**src/rtl/cover_pkg.sv**
```systemverilog
// Shared types and constants for the cover_reader burst reader.
package cover_pkg;

  // Burst reader control states.
  typedef enum logic [1:0] {
    IDLE  = 2'd0,
    READ  = 2'd1,
    DRAIN = 2'd2
  } state_t;

  // Return-data buffer depth, and the width of an occupancy count 0..depth.
  localparam int FIFO_DEPTH = 2;
  localparam int FIFO_CNT_W = $clog2(FIFO_DEPTH + 1);

endpackage

```
**src/rtl/cover_fifo2.sv**
```systemverilog
// Two-entry synchronous FIFO that buffers SRAM read data ahead of the stream port.
// Push is ignored when full and pop is ignored when empty; the head word is
// always visible on pop_data.
module cover_fifo2
  import cover_pkg::*;
#(
  parameter int DATA_WIDTH = 8
) (
  input  logic                  clk,
  input  logic                  reset,
  input  logic                  push,
  input  logic [DATA_WIDTH-1:0] push_data,
  input  logic                  pop,
  output logic [DATA_WIDTH-1:0] pop_data,
  output logic                  full,
  output logic                  empty,
  output logic [FIFO_CNT_W-1:0] count
);

  localparam int PTR_W = $clog2(FIFO_DEPTH);

  logic [DATA_WIDTH-1:0] mem [FIFO_DEPTH];
  logic [PTR_W-1:0]      wr_ptr;
  logic [PTR_W-1:0]      rd_ptr;
  logic                  do_push;
  logic                  do_pop;

  assign do_push  = push && !full;
  assign do_pop   = pop && !empty;
  assign full     = (count == FIFO_CNT_W'(FIFO_DEPTH));
  assign empty    = (count == '0);
  assign pop_data = mem[rd_ptr];

  // Storage, pointers and occupancy update on each accepted push/pop.
  always_ff @(posedge clk or posedge reset) begin
    if (reset) begin
      // NOTE: the storage is reset too, so the head word (and therefore the
      // stream data output) reads as zero straight out of reset.
      for (int i = 0; i < FIFO_DEPTH; i++) begin
        mem[i] <= '0;
      end
      wr_ptr <= '0;
      rd_ptr <= '0;
      count  <= '0;
    end else begin
      // NOTE: non-blocking assignments keep every register sampling the
      // pre-edge values, so simultaneous push and pop see a consistent state.
      if (do_push) begin
        mem[wr_ptr] <= push_data;
        wr_ptr      <= wr_ptr + PTR_W'(1);
      end
      if (do_pop) begin
        rd_ptr <= rd_ptr + PTR_W'(1);
      end
      count <= count + FIFO_CNT_W'(do_push) - FIFO_CNT_W'(do_pop);
    end
  end

endmodule

```
**src/rtl/cover_reader.sv**
```systemverilog
// Burst reader: fetches `length` consecutive SRAM words starting at base_addr
// and streams them out over a ready/valid port in address order.
// Optional feature macro COVER_READER_LOOP_EN adds a `loop` input that makes
// the burst restart at base_addr instead of finishing.
module cover_reader
  import cover_pkg::*;
#(
  parameter int DATA_WIDTH = 8,
  parameter int ADDR_WIDTH = 16
) (
  input  logic                  clk,
  input  logic                  reset,
  input  logic                  start,
  input  logic [ADDR_WIDTH-1:0] base_addr,
  input  logic [ADDR_WIDTH:0]   length,
`ifdef COVER_READER_LOOP_EN
  input  logic                  loop,
`endif
  output logic                  busy,
  output logic                  done,
  output logic                  sram_en,
  output logic                  sram_we,
  output logic [ADDR_WIDTH-1:0] sram_addr,
  input  logic [DATA_WIDTH-1:0] sram_data,
  output logic                  m_valid,
  output logic [DATA_WIDTH-1:0] m_data,
  input  logic                  m_ready
);

  // Counters span 0..2^ADDR_WIDTH so a full-address-space burst terminates.
  localparam int CW = ADDR_WIDTH + 1;

  state_t                state_q;
  state_t                state_d;
  logic [ADDR_WIDTH-1:0] base_q;
  logic [ADDR_WIDTH-1:0] addr_q;
  logic [CW-1:0]         len_q;
  logic [CW-1:0]         issued_q;
  logic [CW-1:0]         accepted_q;
  logic                  inflight_q;
  logic                  done_q;

  logic                  fifo_full;
  logic                  fifo_empty;
  logic [FIFO_CNT_W-1:0] fifo_count;
  logic [DATA_WIDTH-1:0] fifo_data;

  logic                  pop;
  logic [2:0]            occupancy;
  logic                  room;
  logic                  issue;
  logic                  last_issue;
  logic                  last_accept;
  logic                  loop_now;
  logic                  start_ok;
  logic                  start_zero;

`ifdef COVER_READER_LOOP_EN
  assign loop_now = loop;
`else
  assign loop_now = 1'b0;
`endif

  // Starts are only honoured in IDLE; a zero-length start just echoes done.
  assign start_ok   = start && (state_q == IDLE) && (length != '0);
  assign start_zero = start && (state_q == IDLE) && (length == '0);

  assign m_valid = !fifo_empty;
  assign pop     = m_valid && m_ready;

  // A read may be issued only if the word it returns is guaranteed a slot:
  // buffered words plus the word landing this cycle, minus this cycle's pop.
  assign occupancy = 3'(fifo_count) + 3'(inflight_q);
  assign room      = ((occupancy - 3'(pop)) < 3'(FIFO_DEPTH)) && !(fifo_full && inflight_q);

  assign issue      = (state_q == READ) && room;
  assign last_issue = issue && ((issued_q + CW'(1)) == len_q);

  // The final word is the last of its pass with nothing else buffered or
  // outstanding, which also covers earlier passes still draining in loop mode.
  assign last_accept = (state_q == DRAIN) && pop
                     && ((accepted_q + CW'(1)) == len_q)
                     && (fifo_count == FIFO_CNT_W'(1)) && !inflight_q;

  assign busy      = (state_q != IDLE);
  assign done      = done_q;
  assign sram_en   = issue;
  assign sram_we   = 1'b0;
  assign sram_addr = addr_q;
  assign m_data    = fifo_data;

  // State register.
  always_ff @(posedge clk or posedge reset) begin
    if (reset) begin
      state_q <= IDLE;
    end else begin
      state_q <= state_d;
    end
  end

  // Next-state logic.
  always_comb begin
    // NOTE: defaulting every always_comb output first means no path leaves it
    // unassigned, so no latch can be inferred.
    state_d = state_q;
    case (state_q)
      IDLE:    if (start_ok)                  state_d = READ;
      READ:    if (last_issue && !loop_now)   state_d = DRAIN;
      DRAIN:   if (last_accept)               state_d = IDLE;
      default:                                state_d = IDLE;
    endcase
  end

  // Burst bookkeeping: address generation, issue/accept counters, done pulse.
  // inflight_q clearing on reset is what discards any word still returning
  // from the SRAM, including data seen in the first cycle after release.
  always_ff @(posedge clk or posedge reset) begin
    if (reset) begin
      base_q     <= '0;
      addr_q     <= '0;
      len_q      <= '0;
      issued_q   <= '0;
      accepted_q <= '0;
      inflight_q <= 1'b0;
      done_q     <= 1'b0;
    end else begin
      done_q     <= start_zero || last_accept;
      inflight_q <= issue;
      if (start_ok) begin
        base_q     <= base_addr;
        addr_q     <= base_addr;
        len_q      <= length;
        issued_q   <= '0;
        accepted_q <= '0;
      end else begin
        if (issue) begin
          if (last_issue && loop_now) begin
            addr_q   <= base_q;
            issued_q <= '0;
          end else begin
            addr_q   <= addr_q + ADDR_WIDTH'(1);
            issued_q <= issued_q + CW'(1);
          end
        end
        if (pop) begin
          accepted_q <= ((accepted_q + CW'(1)) == len_q) ? '0 : accepted_q + CW'(1);
        end
      end
    end
  end

  // Return-data buffer.
  cover_fifo2 #(
    .DATA_WIDTH (DATA_WIDTH)
  ) u_fifo (
    .clk       (clk),
    .reset     (reset),
    .push      (inflight_q),
    .push_data (sram_data),
    .pop       (pop),
    .pop_data  (fifo_data),
    .full      (fifo_full),
    .empty     (fifo_empty),
    .count     (fifo_count)
  );

endmodule

```
**config.mk**
```make
export PLATFORM = sky130hd
export DESIGN_NAME = cover_reader
export DESIGN_NICKNAME = d
export VERILOG_FILES = /design/src/rtl/cover_pkg.sv /design/src/rtl/cover_fifo2.sv /design/src/rtl/cover_reader.sv
export SDC_FILE = /design/constraint.sdc
export NUM_CORES = 1
export LEC_CHECK = 0
export ABC_AREA = 0
export CELL_PAD_IN_SITES_DETAIL_PLACEMENT = 0
export CELL_PAD_IN_SITES_GLOBAL_PLACEMENT = 1
export CORE_MARGIN = 4
export CORE_UTILIZATION = 40
export CTS_CLUSTER_SIZE = 12
export DETAILED_ROUTE_END_ITERATION = 10
export PLACE_DENSITY_LB_ADDON = 0.1
export REMOVE_ABC_BUFFERS = 1
export SLEW_MARGIN = 10
export SYNTH_ARGS = -nofsm -noshare
export SYNTH_HDL_FRONTEND = slang
export SYNTH_HIERARCHICAL = 1
export SYNTH_SLANG_ARGS = --single-unit
```
**constraint.sdc**
```tcl
create_clock -name clk -period 6 [get_ports clk]
set_input_delay 0.6 -clock clk [delete_from_list [all_inputs] [get_ports clk]]
set_output_delay 0.6 -clock clk [all_outputs]
set_load 0.02 [all_outputs]
```
# After elaboration in Yosys (flattened, before gate mapping)
# Cells that the tools add are included.
op_classes:
  addsub: 9
  n_lt_le_gt_ge: 4
  n_eq_ne: 9
  muxes: 17
  n_bitwise: 2
  reduce_logical: 28
op_table:
  columns: ["operator", "n"]
  rows:
  - ["2-to-1 mux 17 bit", 5]
  - ["adder 17 x 1 -> 17 bit, second input constant", 2]
  - ["== test 17 bit", 2]
  - ["2-to-1 mux 16 bit", 2]
  - ["2-to-1 mux 8 bit", 4]
  - ["zero test 17 bit", 1]
  - ["nonzero test 17 bit", 1]
  - ["adder 16 x 1 -> 16 bit, second input constant", 1]
  - ["bitwise mux 16 bit", 1]
  - ["logical AND 1 bit", 15]
  - ["demux 8 bit (select 1 bit)", 1]
  - ["2-to-1 mux 2 bit", 3]
  - ["!= test 2 bit, second input constant", 3]
  - ["case mux 2 bit (3 select lines)", 1]
  - ["nonzero test 2 bit", 3]
  - ["== test 2 x 1 -> 1 bit, second input constant", 2]
  - ["== test 2 bit, second input constant", 2]
  - [">= comparator 2 bit, second input constant", 2]
  - ["zero test 1 bit", 4]
  - ["zero test 2 bit", 2]
  - ["inverter 1 -> 2 bit", 2]
  - ["adder 2 x 1 -> 3 bit", 1]
  - ["less-than comparator 3 x 2 -> 1 bit, second input constant", 1]
  - ["AND reduction 3 bit", 1]
  - ["6 further kinds", 7]
totals:
  regBits: 91
  in_bits: 45
  output_inout_bits: 29
  wordCells: 81

# Longest topological paths before layout
depth:
  depth_word: 10
  depth_mapped: 16

# Cells and area by module
# Netlist, hierarchy kept.
by_module_without_submodules:
  columns: ["module", "n_inst", "cells_per_inst", "area_each_um2", "seq_area_each_um2"]
  rows:
  - ["cover_reader", 1, 504, 4549.4, 1776.7]
  - ["cover_fifo2", 1, 61, 897.1, 500.5]

# Worst setup path after synthesis
# No wires, ideal clock.
synth_timing:
  path_kind: "register to output"
  startpoint: "reg u_fifo.count[1]"
  endpoint: "out sram_en"
  arrival_time_ps: 3214
  required_time_ps: 5400
  setup_slack_ps: 2186
  path_stages_with_launch: 14
  n_path_buf: 3
  cell_sequence: "dfrtp_1 nor2_1 inv_1 nand2_1 inv_1 clkbuf_1 ha_1 nand2b_1 fa_1 xnor2_1 nand4_1 inv_1 clkbuf_1 clkbuf_1"
synth_between:
  elab_chain_len: 7
synth_lines:
  columns: ["element", "line", "text"]
  rows:
  - ["from (decl)", "cover_fifo2.sv:17", "output logic [FIFO_CNT_W-1:0] count"]
  - ["from (signal assigned)", "cover_fifo2.sv:55", "count <= count + FIFO_CNT_W'(do_push) - FIFO_CNT_W'(do_pop);"]
  - ["zero test 2 bit", "cover_fifo2.sv:31", "assign empty = (count == '0);"]
  - ["net fifo_empty", "cover_reader.sv:44", "logic fifo_empty;"]
  - ["zero test 1 bit", "cover_reader.sv:68", "assign m_valid = !fifo_empty;"]
  - ["net m_valid", "cover_reader.sv:25", "output logic m_valid,"]
  - ["logical AND 1 bit", "cover_reader.sv:69", "assign pop = m_valid && m_ready;"]
  - ["net pop", "cover_reader.sv:48", "logic pop;"]
  - ["subtractor 3 x 1 -> 3 bit", "cover_reader.sv:74", "assign room = ((occupancy - 3'(pop)) < 3'(FIFO_DEPTH)) && !(fifo_full && inflight_q);"]
  - ["less-than comparator 3 x 2 -> 1 bit", "cover_reader.sv:74", null]
  - ["logical AND 1 bit", "cover_reader.sv:74", null]
  - ["logical AND 1 bit", "cover_reader.sv:76", "assign issue = (state_q == READ) && room;"]
  - ["to (decl)", "cover_reader.sv:21", "output logic sram_en,"]
# The timed path passes the listed nets, and every way through them passes these cells.

# Final worst setup path
layout_timing:
  startpoint: "in m_ready"
  endpoint: "out sram_en"
layout_between:
  elab_chain_len: 5
layout_lines:
  columns: ["element", "line", "text"]
  rows:
  - ["from (decl)", "cover_reader.sv:27", "input logic m_ready"]
  - ["logical AND 1 bit", "cover_reader.sv:69", null]
  - ["subtractor 3 x 1 -> 3 bit", "cover_reader.sv:74", null]
  - ["less-than comparator 3 x 2 -> 1 bit", "cover_reader.sv:74", null]
  - ["logical AND 1 bit", "cover_reader.sv:74", null]
  - ["logical AND 1 bit", "cover_reader.sv:76", null]
# Every way passes these cells.

==> flow_metrics.tcl <==
set metrics [dict create \
    grt_pass1_vias 4441 \
    start_util_pct 41.0 \
    slew_viol_final 0 \
    endpoint_kind "output pin" \
    rows 42 \
    peakVddDrop_uv 272 \
    vias_per_cell 5.55 \
    detailedPlace.worstSlack_ns 1.16 \
    cts_tree "yes" \
    grt_first_pass_wirelength_um 22900 \
    crit_required_ns 5.40 \
    ios 74 \
    antenna_found_initial 0 \
    path_delay_family "buffers and inverters" \
    cts-root-buf "clkbuf_16" \
    ff2ff_setup_slack_ns 1.55 \
    place_hpwl_um 10100 \
    clkTransAtPathRegs_ns 0.06 \
    slew_headroom_pct 28.0 \
    regArea_um2 2280 \
    max_stage_delay_ns 0.77 \
    timing.rr.end "state_q[0]" \
    path_depth 11 \
    whs_path_depth 1 \
    drive_gt1_share_pct 12.8 \
    hold_viol 0 \
    finClkSkew_ns 0.00497 \
    hp-class "flip-flop to flip-flop" \
    fin_tns_setup_ns 0 \
    track_usage_pct 18.1 \
    rsz0062_at_grt "false" \
    max_freq_mhz 208 \
    crit_fanout 27 \
    total_power_w 0.00325 \
    fp.dieH_um 125 \
    synth_top_area_cell "dfrtp_1" \
    fin_crit_ns 4.80 \
    crit_path_start_kind "input pin" \
    drv_cap 0 \
    drt_wl_total_um 13900 \
    placed_area_um2 6280 \
    cp_cell_sequence "clkdlybuf4s50_1 -> nand2_1 -> inv_1 -> ha_1 -> nand2b_1 -> fa_1 -> xnor2_1 -> nand4_1 -> buf_4 -> inv_1 -> clkdlybuf4s50_1" \
    globalRouteOverflowTotal 0 \
    period_share_pct 80.0 \
    synth.distinct_cells 73 \
    dr.first_iter.drc_count 187 \
    syn_to_final_growth_pct 22.1 \
    cts_made_buffers 9 \
    synth_area_um2 5450 \
    wl_per_cell_um 17.3 \
    arrival_ns 4.20 \
    nFillCells 1246 \
    hold_slack_ns 0.469 \
    p_leak_nw 2.55 \
    drc 0 \
    core-area_um2 13300 \
    r2r_start "u_fifo/count[1]" \
    synth_top_area_share_pct 41.8 \
    drt_first_pass_iters 4 \
    post-cts-setup-buffers 0 \
    synthArstFlopShare_pct 100 \
    cts_max_level 3 \
    worstHoldEndpoint "done" \
    worst-r2r-cell-count 16 \
    ys_warn_count 6 \
    setup_viol 0 \
    yosysSeqAreaShare_pct 41.8 \
    post_cts_resized 0 \
    grt_max_degree 72 \
    clockBufferDepth 2 \
    cts.sinks 91 \
    place_congestion 0.849 \
    final_common_cell "dfrtp_1" \
    clkLatencyLatePin_ns 0.34 \
    vias 4438 \
    final_cell_mix "dfrtp_1 (91), clkdlybuf4s50_1 (72), nand2_1 (53), o21ai_0 (42)" \
    insertedDiodeCount 0 \
    synth_edf_count 0 \
    cts-hold-fix-buffers 0 \
    die_x_um 125 \
    outcome "complete, no violations" \
    synth_ff_type "dfrtp_1" \
    syn_avg_cell_area_um2 9.64 \
    path_buf_inv 5 \
    finalInstanceArea_um2 6650 \
    finalNetCount 671 \
    worstMarginPinSlew_ns 1.08 \
    setup_slack_ns 1.20 \
    slowest_stage "clkdlybuf4s50_1" \
    synth_seq_cells 91 \
    powerDensity_nw_per_um2 489 \
    min_from "state_q[0]" \
    synthCells 565 \
    dieArea_um2 15500 \
    multiInputGateArea_um2 2970 \
    portBuffers 72 \
    synth_area_leaders "dfrtp_1 (42%), mux2_2 (8.5%), xnor2_1 (6.6%), xor2_1 (5.3%), o21ai_0 (3.9%)" \
    path_class "input pin to output pin" \
    postRouteAntennaNets 0 \
]
-- synthesized netlist by cell type, types with 2 or more instances --
cell / instances
a221o_1: 2
buf_4: 2
o21ai_0: 42
ha_1: 6
or3_1: 2
and3_1: 7
o211ai_1: 3
xnor2_1: 41
o2111ai_1: 3
and4_1: 3
inv_1: 14
a211oi_1: 4
mux2_2: 41
nand4_1: 19
a21oi_1: 13
and2_1: 3
o211a_1: 2
a31oi_1: 5
xor2_1: 33
o22ai_1: 2
nor2_1: 28
nand2b_1: 5
nand3_1: 18
clkbuf_1: 19
nor2b_1: 4
nor3b_1: 2
dfrtp_1: 91
nor3_1: 24
buf_2: 11
or4_1: 2
nor4_1: 10
nand3b_1: 2
a22oi_1: 2
nand2_1: 53
o31ai_1: 8
nor3_2: 2
-- layout make-up --
cell class,instances,share of cell area (%)
multi-input combinational,426,44.7
inverter,15,0.847
clock inverter,7,2.18
sequential,91,34.3
timing repair buffer,76,11.3
clock buffer,9,3.39
tap,176,3.31
-- state kept, by name (all words and copies together), names as in the netlist --
register,count
done,1
u_fifo/rd_ptr,1
len_q,17
u_fifo/mem,16
issued_q,17
state_q,2
u_fifo/count,2
u_fifo/wr_ptr,1
sram_addr,16
accepted_q,17
inflight_q,1
-- worst register-to-register path, delay by kind of cell (launching register included) --
family | cells | cell delay, ns
AND/OR/NAND/NOR | 7 | 1.54
buffers and inverters | 4 | 1.02
adder cells (fa/ha/maj) | 2 | 0.73
flip-flops | 1 | 0.47
AO/OA/AOI/OAI | 2 | 0.41
XOR/XNOR | 1 | 0.18
-- where the power goes --
group	switching (W)	internal, W	total (W)	leakage [nW]
clock network	0.000255	0.000453	0.000708	0.177
registers	0.000279	0.000827	0.00111	1.15
logic	0.000739	0.000699	0.00144	1.22
-- cells by family (layout without fill, tap and decap cells) --
kind of cell / count (synthesis) / count (layout) / synth area share [%]
AO/OA/AOI/OAI: 103 / 103 / 12.3
XOR/XNOR: 74 / 74 / 11.9
adder cells (fa/ha/maj): 7 / 7 / 1.75
buffers and inverters: 48 / 107 / 3.70
flip-flops: 91 / 91 / 41.8
multiplexers: 41 / 41 / 8.48
other: 1 / 1 / 0.0689
AND/OR/NAND/NOR: 200 / 200 / 20.0
-- worst max path at each step --
stage              start            to  slack [ns]
6_report         m_ready       sram_en        1.20
5_1_grt          m_ready       sram_en        0.97
4_1_cts          m_ready       sram_en        1.18
3_5_place_dp     m_ready    state_q[0]        1.16
3_3_place_gp     m_ready       sram_en        1.28
2_1_floorplan  length[6]  sram_addr[0]        0.12
-- through the flow --
stage	instances	utilization, %
finish	800	50.0
detailed placement	784	47.2
global placement	784	47.2
CTS	800	50.0
floorplan	532	-
global route	800	50.0
-- routing by layer --
| metal | up-vias | wire length (um) | GRT usage (%) |
|---|---|---|---|
| met4 | 0 | 306 | 6.19 |
| li1 | 2139 | - | - |
| met5 | - | 0 | 0 |
| met3 | 17 | 670 | 3.86 |
| met2 | 90 | 6290 | 28.2 |
| met1 | 2192 | 6590 | 25.1 |
No activity file was read; power rests on OpenSTA's default activity.
